File: config.mk
export PLATFORM = sky130hd
export DESIGN_NAME = instr_encoder_loader
export DESIGN_NICKNAME = d
export VERILOG_FILES = /design/src/rtl/cpu_pkg.sv /design/src/rtl/instr_encode.sv /design/src/rtl/instr_encoder_loader.sv
export SDC_FILE = /design/constraint.sdc
export NUM_CORES = 1
export LEC_CHECK = 0
export ABC_AREA = 1
export CAP_MARGIN = 20
export CORE_MARGIN = 2
export CORE_UTILIZATION = 50
export CTS_CLUSTER_SIZE = 10
export DETAILED_ROUTE_END_ITERATION = 12
export HOLD_SLACK_MARGIN = 0.02
export PLACE_DENSITY = 0.82
export SLEW_MARGIN = 20
export SYNTH_ARGS = -nofsm -noshare
export SYNTH_HDL_FRONTEND = slang
export SYNTH_SLANG_ARGS = --single-unit
File: constraint.sdc
create_clock -name clk -period 3.1 [get_ports clk]
set_clock_uncertainty 0.15 [all_clocks]
set_input_delay 0.775 -clock clk [delete_from_list [all_inputs] [get_ports clk]]
set_output_delay 0.775 -clock clk [all_outputs]
set_load 0.03 [all_outputs]
File: src/rtl/cpu_pkg.sv
// Shared encoding constants and load-FSM types for the RV32I subset.
// ENC_NOP_PAD_EN adds the NOP-padding state to the loader FSM.
package cpu_pkg;

    localparam logic [6:0] OP_IMM    = 7'b0010011;
    localparam logic [6:0] OP_REG    = 7'b0110011;
    localparam logic [6:0] OP_STORE  = 7'b0100011;
    localparam logic [6:0] OP_BRANCH = 7'b1100011;

    localparam logic [2:0] F3_ADD = 3'b000;
    localparam logic [2:0] F3_XOR = 3'b100;
    localparam logic [2:0] F3_OR  = 3'b110;
    localparam logic [2:0] F3_AND = 3'b111;
    localparam logic [2:0] F3_SW  = 3'b010;
    localparam logic [2:0] F3_BEQ = 3'b000;
    localparam logic [2:0] F3_BNE = 3'b001;

    localparam logic [31:0] NOP_WORD = 32'h0000_0013;

    typedef enum logic [3:0] {
        OPC_ADDI = 4'd0,
        OPC_XORI = 4'd1,
        OPC_ORI  = 4'd2,
        OPC_ANDI = 4'd3,
        OPC_ADD  = 4'd4,
        OPC_XOR  = 4'd5,
        OPC_OR   = 4'd6,
        OPC_AND  = 4'd7,
        OPC_SW   = 4'd8,
        OPC_BNE  = 4'd9,
        OPC_BEQ  = 4'd10
    } enc_op_e;

`ifdef ENC_NOP_PAD_EN
    typedef enum logic [1:0] {ST_LOAD, ST_DONE, ST_PAD} ld_state_e;
`else
    typedef enum logic [1:0] {ST_LOAD, ST_DONE} ld_state_e;
`endif

    // ALU ops are laid out so the low two op bits select the same f3 for I and R forms
    function automatic logic [2:0] alu_f3(input logic [1:0] sel);
        logic [2:0] f3;
        case (sel)
            2'd0:    f3 = F3_ADD;
            2'd1:    f3 = F3_XOR;
            2'd2:    f3 = F3_OR;
            default: f3 = F3_AND;
        endcase
        return f3;
    endfunction

endpackage

File: src/rtl/instr_encode.sv
// Combinational symbolic-request to RV32I word encoder with illegal-op flag.
module instr_encode
    import cpu_pkg::*;
(
    input  logic [3:0]  i_op,
    input  logic [4:0]  i_rd,
    input  logic [4:0]  i_rs1,
    input  logic [4:0]  i_rs2,
    input  logic [12:0] i_imm,
    output logic [31:0] o_word,
    output logic        o_illegal
);

    logic [2:0] w_f3;
    // Branch offsets are halfword aligned, so imm[0] never reaches the word
    logic       w_unused_imm0;

    assign w_f3          = alu_f3(i_op[1:0]);
    assign w_unused_imm0 = i_imm[0];

    always_comb begin
        o_word    = '0;
        o_illegal = 1'b0;
        case (i_op)
            OPC_ADDI, OPC_XORI, OPC_ORI, OPC_ANDI:
                o_word = {i_imm[11:0], i_rs1, w_f3, i_rd, OP_IMM};
            OPC_ADD, OPC_XOR, OPC_OR, OPC_AND:
                o_word = {7'b0000000, i_rs2, i_rs1, w_f3, i_rd, OP_REG};
            OPC_SW:
                o_word = {i_imm[11:5], i_rs2, i_rs1, F3_SW, i_imm[4:0], OP_STORE};
            OPC_BNE:
                o_word = {i_imm[12], i_imm[10:5], i_rs2, i_rs1, F3_BNE,
                          i_imm[4:1], i_imm[11], OP_BRANCH};
            OPC_BEQ:
                o_word = {i_imm[12], i_imm[10:5], i_rs2, i_rs1, F3_BEQ,
                          i_imm[4:1], i_imm[11], OP_BRANCH};
            default:
                o_illegal = 1'b1;
        endcase
    end

endmodule

File: src/rtl/instr_encoder_loader.sv
// Encodes symbolic instruction requests and streams them into imem, holding the CPU in reset.
// ENC_NOP_PAD_EN: on finish, pad the remaining imem words with NOPs before releasing the CPU.
module instr_encoder_loader
    import cpu_pkg::*;
#(
    parameter int ADDR_W    = 6,
    parameter int BASE_ADDR = 0
)
(
    input  logic              clk,
    input  logic              rst_n,
    input  logic              in_valid,
    output logic              in_ready,
    input  logic [3:0]        in_op,
    input  logic [4:0]        in_rd,
    input  logic [4:0]        in_rs1,
    input  logic [4:0]        in_rs2,
    input  logic [12:0]       in_imm,
    input  logic              finish,
    input  logic              clear,
    output logic              imem_we,
    output logic [ADDR_W-1:0] imem_addr,
    output logic [31:0]       imem_wdata,
    output logic              cpu_rst_n,
    output logic              prog_done,
    output logic [ADDR_W:0]   word_count,
    output logic              err
);

    localparam logic [ADDR_W:0]   DEPTH_CNT = {1'b1, {ADDR_W{1'b0}}};
    localparam logic [ADDR_W-1:0] BASE      = ADDR_W'(BASE_ADDR);
    localparam logic [ADDR_W-1:0] PTR_ONE   = ADDR_W'(1);
    localparam logic [ADDR_W:0]   CNT_ONE   = {{ADDR_W{1'b0}}, 1'b1};

    ld_state_e         r_state, w_next;
    logic [ADDR_W-1:0] r_wr_ptr;
    logic [ADDR_W:0]   r_count;
    logic              r_err;
    logic              r_we;
    logic [ADDR_W-1:0] r_addr;
    logic [31:0]       r_wdata;

    logic              w_full;
    logic              w_in_ready;
    logic              w_accept;
    logic              w_write;
    logic              w_pad_write;
    logic [31:0]       w_enc_word;
    logic              w_enc_illegal;

    instr_encode u_enc (
        .i_op      (in_op),
        .i_rd      (in_rd),
        .i_rs1     (in_rs1),
        .i_rs2     (in_rs2),
        .i_imm     (in_imm),
        .o_word    (w_enc_word),
        .o_illegal (w_enc_illegal)
    );

    assign w_full   = (r_count == DEPTH_CNT);
    // clear wins over a same-cycle handshake: the request is dropped
    assign w_accept = in_valid && w_in_ready && !clear;
    assign w_write  = w_accept && !w_enc_illegal;

    always_ff @(posedge clk or negedge rst_n) begin
        if (!rst_n) r_state <= ST_LOAD;
        else        r_state <= w_next;
    end

    always_comb begin
        w_next      = r_state;
        w_in_ready  = 1'b0;
        w_pad_write = 1'b0;
        case (r_state)
            ST_LOAD: begin
                w_in_ready = !w_full;
                if (clear)
                    w_next = ST_LOAD;
`ifdef ENC_NOP_PAD_EN
                else if (finish && !w_full)
                    w_next = ST_PAD;
`endif
                else if (finish || w_full)
                    w_next = ST_DONE;
            end
            ST_DONE: begin
                if (clear)
                    w_next = ST_LOAD;
            end
`ifdef ENC_NOP_PAD_EN
            ST_PAD: begin
                w_pad_write = !w_full && !clear;
                if (clear)
                    w_next = ST_LOAD;
                else if (w_full)
                    w_next = ST_DONE;
            end
`endif
            default: w_next = ST_LOAD;
        endcase
    end

    always_ff @(posedge clk or negedge rst_n) begin
        if (!rst_n) begin
            r_wr_ptr <= BASE;
            r_count  <= '0;
            r_err    <= 1'b0;
            r_we     <= 1'b0;
            r_addr   <= '0;
            r_wdata  <= '0;
        end else begin
            r_we <= 1'b0;
            if (clear) begin
                r_wr_ptr <= BASE;
                r_count  <= '0;
                r_err    <= 1'b0;
            end else begin
                if (w_accept && w_enc_illegal)
                    r_err <= 1'b1;
                if (w_write || w_pad_write) begin
                    r_we     <= 1'b1;
                    r_addr   <= r_wr_ptr;
                    r_wdata  <= w_write ? w_enc_word : NOP_WORD;
                    r_wr_ptr <= r_wr_ptr + PTR_ONE;
                    r_count  <= r_count + CNT_ONE;
                end
            end
        end
    end

    assign in_ready   = w_in_ready;
    assign imem_we    = r_we;
    assign imem_addr  = r_addr;
    assign imem_wdata = r_wdata;
    assign word_count = r_count;
    assign err        = r_err;
    assign prog_done  = (r_state == ST_DONE);
    // a write issued on the finishing edge lands while DONE; keep the CPU held through it
    assign cpu_rst_n  = (r_state == ST_DONE) && !r_we;

endmodule

**Word level (Yosys, flattened, before mapping)**

Index checks and enable logic that the tools add are counted.

- Eq/ne operators: 16
- Bitwise gates (word level): 1
- $add $sub $neg: 2
- Multiplexer cells: 16
- Reductions and logical operators: 19

Operators with widths:

| kind | number |
|---|---|
| 32-bit case mux with 5 select lines | 1 |
| 4-bit by 3-bit == test with 1-bit output, second input constant | 4 |
| 7-bit 2-to-1 mux | 2 |
| 4-bit == test, second input constant | 3 |
| 6-bit 2-to-1 mux | 2 |
| 11-bit OR reduction | 1 |
| 3-bit case mux with 3 select lines | 1 |
| 4-bit by 2-bit == test with 1-bit output, second input constant | 2 |
| 4-bit OR reduction | 2 |
| 7-bit by 1-bit adder with 7-bit output, second input constant | 1 |
| 7-bit == test, second input constant | 1 |
| 6-bit by 1-bit adder with 6-bit output, second input constant | 1 |
| 1-bit 2-to-1 mux | 6 |
| 2-bit 2-to-1 mux | 3 |
| 1-bit logical AND | 5 |
| 2-bit by 1-bit == test with 1-bit output, second input constant | 2 |
| 4-bit by 1-bit == test with 1-bit output, second input constant | 1 |
| 2-bit zero test | 2 |
| 4-bit zero test | 1 |
| 2-bit case mux with 2 select lines | 1 |
| 2-bit AND reduction | 2 |
| 2-bit nonzero test | 2 |
| 1-bit zero test | 3 |
| 3-bit != test, second input constant | 1 |
| other kinds (4) | 4 |

- Register bits after elaboration: 55
- Bits of input ports: 37
- Logic and storage cells: 61

**Depth between registers and ports, before layout**

Gate-level depths: netlist (run 1).

- Word-level depth: 8
- Mapped depth: 10

**Modules after synthesis**

From an unflattened synthesis (run 1), not the netlist that was laid out.

- Cell total of the unflattened synthesis: 360
- Area, all modules: 2,700.1 µm²

By module, submodules not included:

| module | times used | cells each | area an instance (µm²) |
|---|---|---|---|
| instr_encoder_loader | 1 | 273 | 2,322.2 |
| instr_encode | 1 | 87 | 377.9 |

**Least setup slack after synthesis (run 1)**

No wires, ideal clock.

- Path kind: reg-to-output
- Start point: register r_count[0], in the netlist word_count[0]
- End point: output in_ready
- Slack: 0.821 ns
- Arrival: 1.354 ns
- Buffers on the path: 0
- Stages on the path, launching flop included: 8
- Cells stage by stage: dfrtp_1 -> inv_1 -> ha_1 -> nand2_1 -> inv_1 -> nand3_1 -> nand2_1 -> inv_1

- Longest elaborated chain between the ends: 3

RTL lines:

| element | RTL line | RTL |
|---|---|---|
| from (decl) | instr_encoder_loader.sv:37 | `logic [ADDR_W:0] r_count;` |
| from (signal assigned) | instr_encoder_loader.sv:126 | `r_count <= r_count + CNT_ONE;` |
| 7-bit == test | instr_encoder_loader.sv:61 | `assign w_full = (r_count == DEPTH_CNT);` |
| 1-bit zero test | instr_encoder_loader.sv:77 | `w_in_ready = !w_full;` |
| 1-bit 2-to-1 mux | instr_encoder_loader.sv:75 | `case (r_state)` |
| to (decl) | instr_encoder_loader.sv:13 | `output logic in_ready,` |

Every way passes these cells.

**Worst setup path in the final report (run 1)**

Same ends and word-level chain as after synthesis.

==> results of run 1 <==
==> state kept, by name, indices dropped and copies added (netlist names) <==
name        count
err             1
imem_addr       6
imem_wdata     29
imem_we         1
r_state         1
r_wr_ptr        6
word_count      7
==> metrics by stage <==
stage / cell area [um2] / instances / setup slack (ns) / hold slack (ns)
6_report: 4000 / 585 / 0.419 / 0.356
5_1_grt: 4000 / 585 / 0.282 / 0.387
4_1_cts: 4000 / 585 / 0.0403 / 0.359
3_5_place_dp: 3890 / 578 / 0.387 / 0.326
3_3_place_gp: 3890 / 578 / 0.376 / 0.329
2_1_floorplan: 2970 / 426 / 0.821 / 0.329
==> logic make-up after synthesis <==
family,Yosys count,share of synthesized area [%]
AND/OR/NAND/NOR,257,36.1
buffers and inverters,66,9.83
flip-flops,51,43.0
AO/OA/AOI/OAI,41,7.89
XOR/XNOR,6,1.77
adder cells (fa/ha/maj),3,1.27
other,1,0.126
==> how the worst max path moves through the flow <==
stage,start,endpoint,slack (ns),cells past startpoint
6_report,word_count[0],in_ready,0.42,8
5_1_grt,word_count[0],in_ready,0.28,8
2_1_floorplan,word_count[0],in_ready,0.82,7
4_1_cts,word_count[0],in_ready,0.04,8
3_5_place_dp,word_count[0],in_ready,0.39,8
3_3_place_gp,word_count[0],in_ready,0.38,8
==> cell usage in the layout, fill, tap and decap left out <==
| master | n |
|---|---|
| nand2_1 | 176 |
| clkdlybuf4s50_1 | 82 |
| dfrtp_1 | 51 |
| nand3_1 | 44 |
| inv_1 | 42 |
| o21ai_0 | 28 |
| nor2_1 | 27 |
| buf_4 | 13 |
| o21bai_1 | 9 |
| nand4_1 | 6 |
| clkbuf_8 | 5 |
| inv_2 | 3 |
| xnor2_1 | 3 |
| xor2_1 | 3 |
| ha_1 | 3 |
| a21oi_1 | 2 |
| conb_1 | 2 |
| nor2_4 | 1 |
| nand4_2 | 1 |
| nor2_8 | 1 |
| o2bb2ai_1 | 1 |
| o211ai_1 | 1 |
| or2_2 | 1 |
| clkinvlp_4 | 1 |
| bufinv_16 | 1 |
| buf_2 | 1 |
| dlymetal6s2s_1 | 1 |
| buf_12 | 1 |
==> area by class of cell <==
type	instances	area [um2]	area share, %
clock buffers	5	68.8	1.72
clock inverters	2	37.5	0.938
repair buffers	98	956	23.9
inverters	45	169	4.22
flip-flops and latches	51	1280	31.9
well taps	75	93.8	2.34
multi-input cells	309	1400	35.0
==> timing repair <==
item                       CTS  global route
hold endpoints to repair     0             0
gates resized for setup      0             1
setup endpoints to repair    0             1
hold buffers                 0             0
==> worst max-delay path, cell delays in order, from the launching register on <==
cell            delay, ns
dfrtp_1              0.44
inv_1                0.10
ha_1                 0.21
nand2_1              0.05
inv_1                0.04
nand3_1              0.17
nand2_1              0.11
inv_1                0.06
dlymetal6s2s_1       0.28
==> power breakdown <==
part / leakage [nW] / switching, W / internal [W] / total (W)
clock network: 0.0502 / 0.000220 / 0.000236 / 0.000456
logic: 1.43 / 0.000348 / 0.000243 / 0.000591
registers: 0.672 / 0.0000463 / 0.000741 / 0.000787
==> metal layers <==
metal / GRT usage [%] / wire [um] / vias to the layer above
met4: 6.61 / 87 / 0
met5: 0 / 0 / -
met3: 4.89 / 526 / 9
met1: 29.6 / 3260 / 1382
li1: - / - / 1487
met2: 42.9 / 3700 / 99
==> impl_metrics.tcl, run 1 <==
set metrics [dict create \
    grt_pass1_wl_um 12500 \
    ctsLongestPathBuffers 2 \
    drv_slew 0 \
    port_buffers 84 \
    r2r_end "imem_wdata[6]" \
    post-synth-top-count-cell "nand2_1" \
    dp_hpwl_um 5350 \
    hp-start "imem_wdata[29]" \
    io_pins 87 \
    reg2regPathDepth 10 \
    synth-async-reset-ratio_pct 100 \
    ir_drop_mv 0.327 \
    slew_headroom_pct 50.3 \
    power-per-cell-area_nw_per_um2 458 \
    yosys.area.top_type "dfrtp_1" \
    cts_sinks 51 \
    clk_latency_ns 0.31 \
    endpoint_kind "output pin" \
    critPathKind "reg -> out" \
    wl_per_cell_um 12.9 \
    grt_max_degree 36 \
    ys_ff_latch 51 \
    p_leak_nw 2.16 \
    yosysWarnings 0 \
    status "complete, no violations" \
    drc_errors 0 \
    drive_above_1_share_pct 5.69 \
    dr.pass1.iters 4 \
    maxCapViolations 0 \
    synth_top_flop_cell "dfrtp_1" \
    min_path_type "reg -> reg" \
    cts-buffers-inserted 5 \
    rows 28 \
    ant_nets 0 \
    setup_tns_ns 0 \
    antenna_found_initial 0 \
    die_y_um 81.0 \
    start_kind "flip-flop" \
    grt_pass1_vias 2831 \
    syn-cell-area_um2 2970 \
    synth_cells 425 \
    initial_core_util_pct 51.0 \
    final_period_minus_worst_setup_slack_ns 2.68 \
    vias_per_cell 5.09 \
    worst-endpoint-arrival_ns 1.76 \
    coreArea_um2 5820 \
    routabilityCongestion 0.843 \
    n_antenna_cell 0 \
    cts_tree "done" \
    synth.distinct_cells 25 \
    areaGrowthSynthToFinish_pct 35.0 \
    vias 2977 \
    fmax_mhz 373 \
    clkTransAtPathRegs_ns 0.09 \
    min_period_over_period_pct 86.5 \
    critPathMaxFanout 6 \
    grt_overflow_total 0 \
    seq_area_frac_synth_pct 43.0 \
    rsz0062_at_grt "no" \
    synth_top_area_share_pct 43.0 \
    finalWirelength_um 7570 \
    cts_setup_buffers 0 \
    postLayoutCoreUtil_pct 68.8 \
    synth_top_cells_by_count "176 x nand2_1, 51 x dfrtp_1, 44 x nand3_1, 42 x inv_1, 28 x o21ai_0" \
    cp.required_ns 2.17 \
    timing.rr.start "word_count[0]" \
    finalPower_w 0.00183 \
    finalHoldViolCount 0 \
    holdPathEnd "imem_wdata[29]" \
    tightest_slew_ns 0.746 \
    fp.dieW_um 81.0 \
    synth_edf_count 0 \
    cts_max_level 2 \
    nets 550 \
    drt_iter0_markers 182 \
    synth.top_cells.by_area "dfrtp_1 43%, nand2_1 22%, nand3_1 7.4%" \
    grt_use_total_pct 24.1 \
    setup_viol 0 \
    r2r_slack_ns 0.92 \
    cts-root-buf "clkbuf_8" \
    whs_path_depth 2 \
    nFillCells 503 \
    dieArea_um2 6560 \
    synth_area_per_cell_um2 6.98 \
]
Note: power is estimated with default switching activity, not from simulation.
==> inputs of run 2 (changes only) <==
- CORE_UTILIZATION: 50 -> 43
- PLACE_DENSITY: 0.82 -> 0.75
- clock period: 3.1 -> 2.4 ns (I/O delays scaled with it)
==> impl_metrics.tcl, run 2 (synthesis gave the netlist of run 1 again) <==
set metrics [dict create \
    route.met2.wl_um 3750 \
    final_period_minus_worst_setup_slack_ns 2.30 \
    rsz0062_at_grt "no" \
    grt_pass1_vias 2762 \
    critPathKind "reg -> out" \
    cp.required_ns 1.65 \
    timing.rr.start "word_count[1]" \
    layout_commonest_cell "nand2_1" \
    drv_slew 0 \
    clk_latency_ns 0.30 \
    drc_errors 0 \
    drt-met1-wl_um 3410 \
    cts_max_level 2 \
    finalWirelength_um 7640 \
    multi_input_area_um2 1420 \
    port_buffers 84 \
    ant_nets 0 \
    drive_above_1_share_pct 7.21 \
    wl_per_cell_um 12.9 \
    areaGrowthSynthToFinish_pct 36.5 \
    tightest_slew_ns 0.766 \
    cts_sinks 51 \
    r2r_slack_ns 0.47 \
    cts-buffers-inserted 5 \
    fp.dieW_um 87.0 \
    cts_tree "done" \
    endpoint_kind "output pin" \
    power-per-cell-area_nw_per_um2 570 \
    start_kind "flip-flop" \
    initial_core_util_pct 44.1 \
    antenna_found_initial 0 \
    worst-endpoint-arrival_ns 1.55 \
    ir_drop_mv 0.441 \
    ctsLongestPathBuffers 2 \
    p_leak_nw 2.16 \
    clkTransAtPathRegs_ns 0.10 \
    finalHoldViolCount 0 \
    coreArea_um2 6720 \
    setup_tns_ns 0 \
    status "complete, no violations" \
    setup_viol 0 \
    slew_headroom_pct 48.7 \
    io_pins 87 \
    final_cell_mix "175 x nand2_1, 82 x clkdlybuf4s50_1, 50 x dfrtp_1" \
    final-seq-area_um2 1280 \
    maxCapViolations 0 \
    vias 3003 \
    r2r_end "imem_wdata[17]" \
    wl_met3_um 434 \
    grt_max_degree 36 \
    dieArea_um2 7580 \
    n_antenna_cell 0 \
    grt_use_total_pct 20.9 \
    pre_cts_slack_ns -0.108 \
    cts-root-buf "clkbuf_8" \
    min_path_type "in -> async" \
    nFillCells 623 \
    min_period_over_period_pct 95.9 \
    layout_setup_ws_ns 0.0976 \
    highest_layer "met4" \
    largest_register_ffs 29 \
    grt_pass1_wl_um 12800 \
    reg2regPathDepth 9 \
    die_y_um 87.0 \
    drt_iter0_markers 165 \
    dr.pass1.iters 5 \
    critPathMaxFanout 5 \
    vias_per_cell 5.06 \
    routabilityCongestion 0.833 \
    rows 30 \
    nets 552 \
    dp_hpwl_um 5580 \
    fmax_mhz 434 \
    grt_overflow_total 0 \
]
## run 2: cell types whose count changed in the layout (fill, tap and decap cells not counted), sizes merged
cell / change
dlymetal6s2s: -1
clkinvlp: -1
buf: +3
clkbuf: +2
clkinv: +1
bufinv: -1
## run 2: timing repair
| action | in CTS | in global routing |
|---|---|---|
| resized for setup | 0 | 6 |
| setup endpoints to repair | 0 | 1 |
| setup buffers | 0 | 1 |
| hold buffers | 0 | 0 |
## run 2: layout make-up
class                   count  area share [%]
flip-flops and latches     51            31.6
inverters                  45            4.17
multi-input cells         309            35.0
clock buffers               7            2.13
well taps                  80            2.47
repair buffers            100            24.5
clock inverters             1           0.216
## run 2: report_power, final
group / leakage [nW] / switching [W] / internal (W)
clock: 0.0484 / 0.000281 / 0.000237
combinational: 1.44 / 0.000450 / 0.000322
sequential: 0.671 / 0.0000606 / 0.000957
total: 2.16 / 0.000791 / 0.00152
## run 2: metal layers
layer / track usage, % / vias up
met5: 0 / -
met4: 4.55 / 0
met3: 4.27 / 2
met2: 35.7 / 95
met1: 27.5 / 1408
li1: - / 1498
## run 2: worst max-delay path: stages (launching register included)
cell and delay, ns:
dfrtp_1 0.35, inv_1 0.11, nor2_1 0.11, clkdlybuf4s50_1 0.67
## run 2: worst max path at each step
| stage | start | end | slack (ns) | cells past startpoint |
|---|---|---|---|---|
| 6_report | r_state[0] | cpu_rst_n | 0.1 | 3 |
| 5_1_grt | r_state[0] | cpu_rst_n | 0.002 | 3 |
| 4_1_cts | word_count[0] | in_ready | 0.04 | 8 |
| 3_5_place_dp | in_op[3] | imem_wdata[14] | -0.11 | 10 |
| 3_3_place_gp | in_op[3] | imem_wdata[12] | -0.009 | 10 |
| 2_1_floorplan | word_count[0] | in_ready | 0.30 | 7 |
## run 2: stage by stage
| stage | cell area (um2) | hold WS, ns | power, W | cells | utilization [%] |
|---|---|---|---|---|---|
| 2_1_floorplan | 2970 | 0.154 | 0.00143 | 426 | - |
| 3_3_place_gp | 3930 | 0.328 | 0.00179 | 584 | 58.5 |
| 3_5_place_dp | 3930 | 0.333 | 0.00180 | 584 | 58.5 |
| 4_1_cts | 4030 | 0.172 | 0.00233 | 592 | 59.9 |
| 5_1_grt | 4050 | 0.195 | 0.00244 | 593 | 60.3 |
| 6_report | 4050 | 0.148 | 0.00231 | 593 | 60.3 |
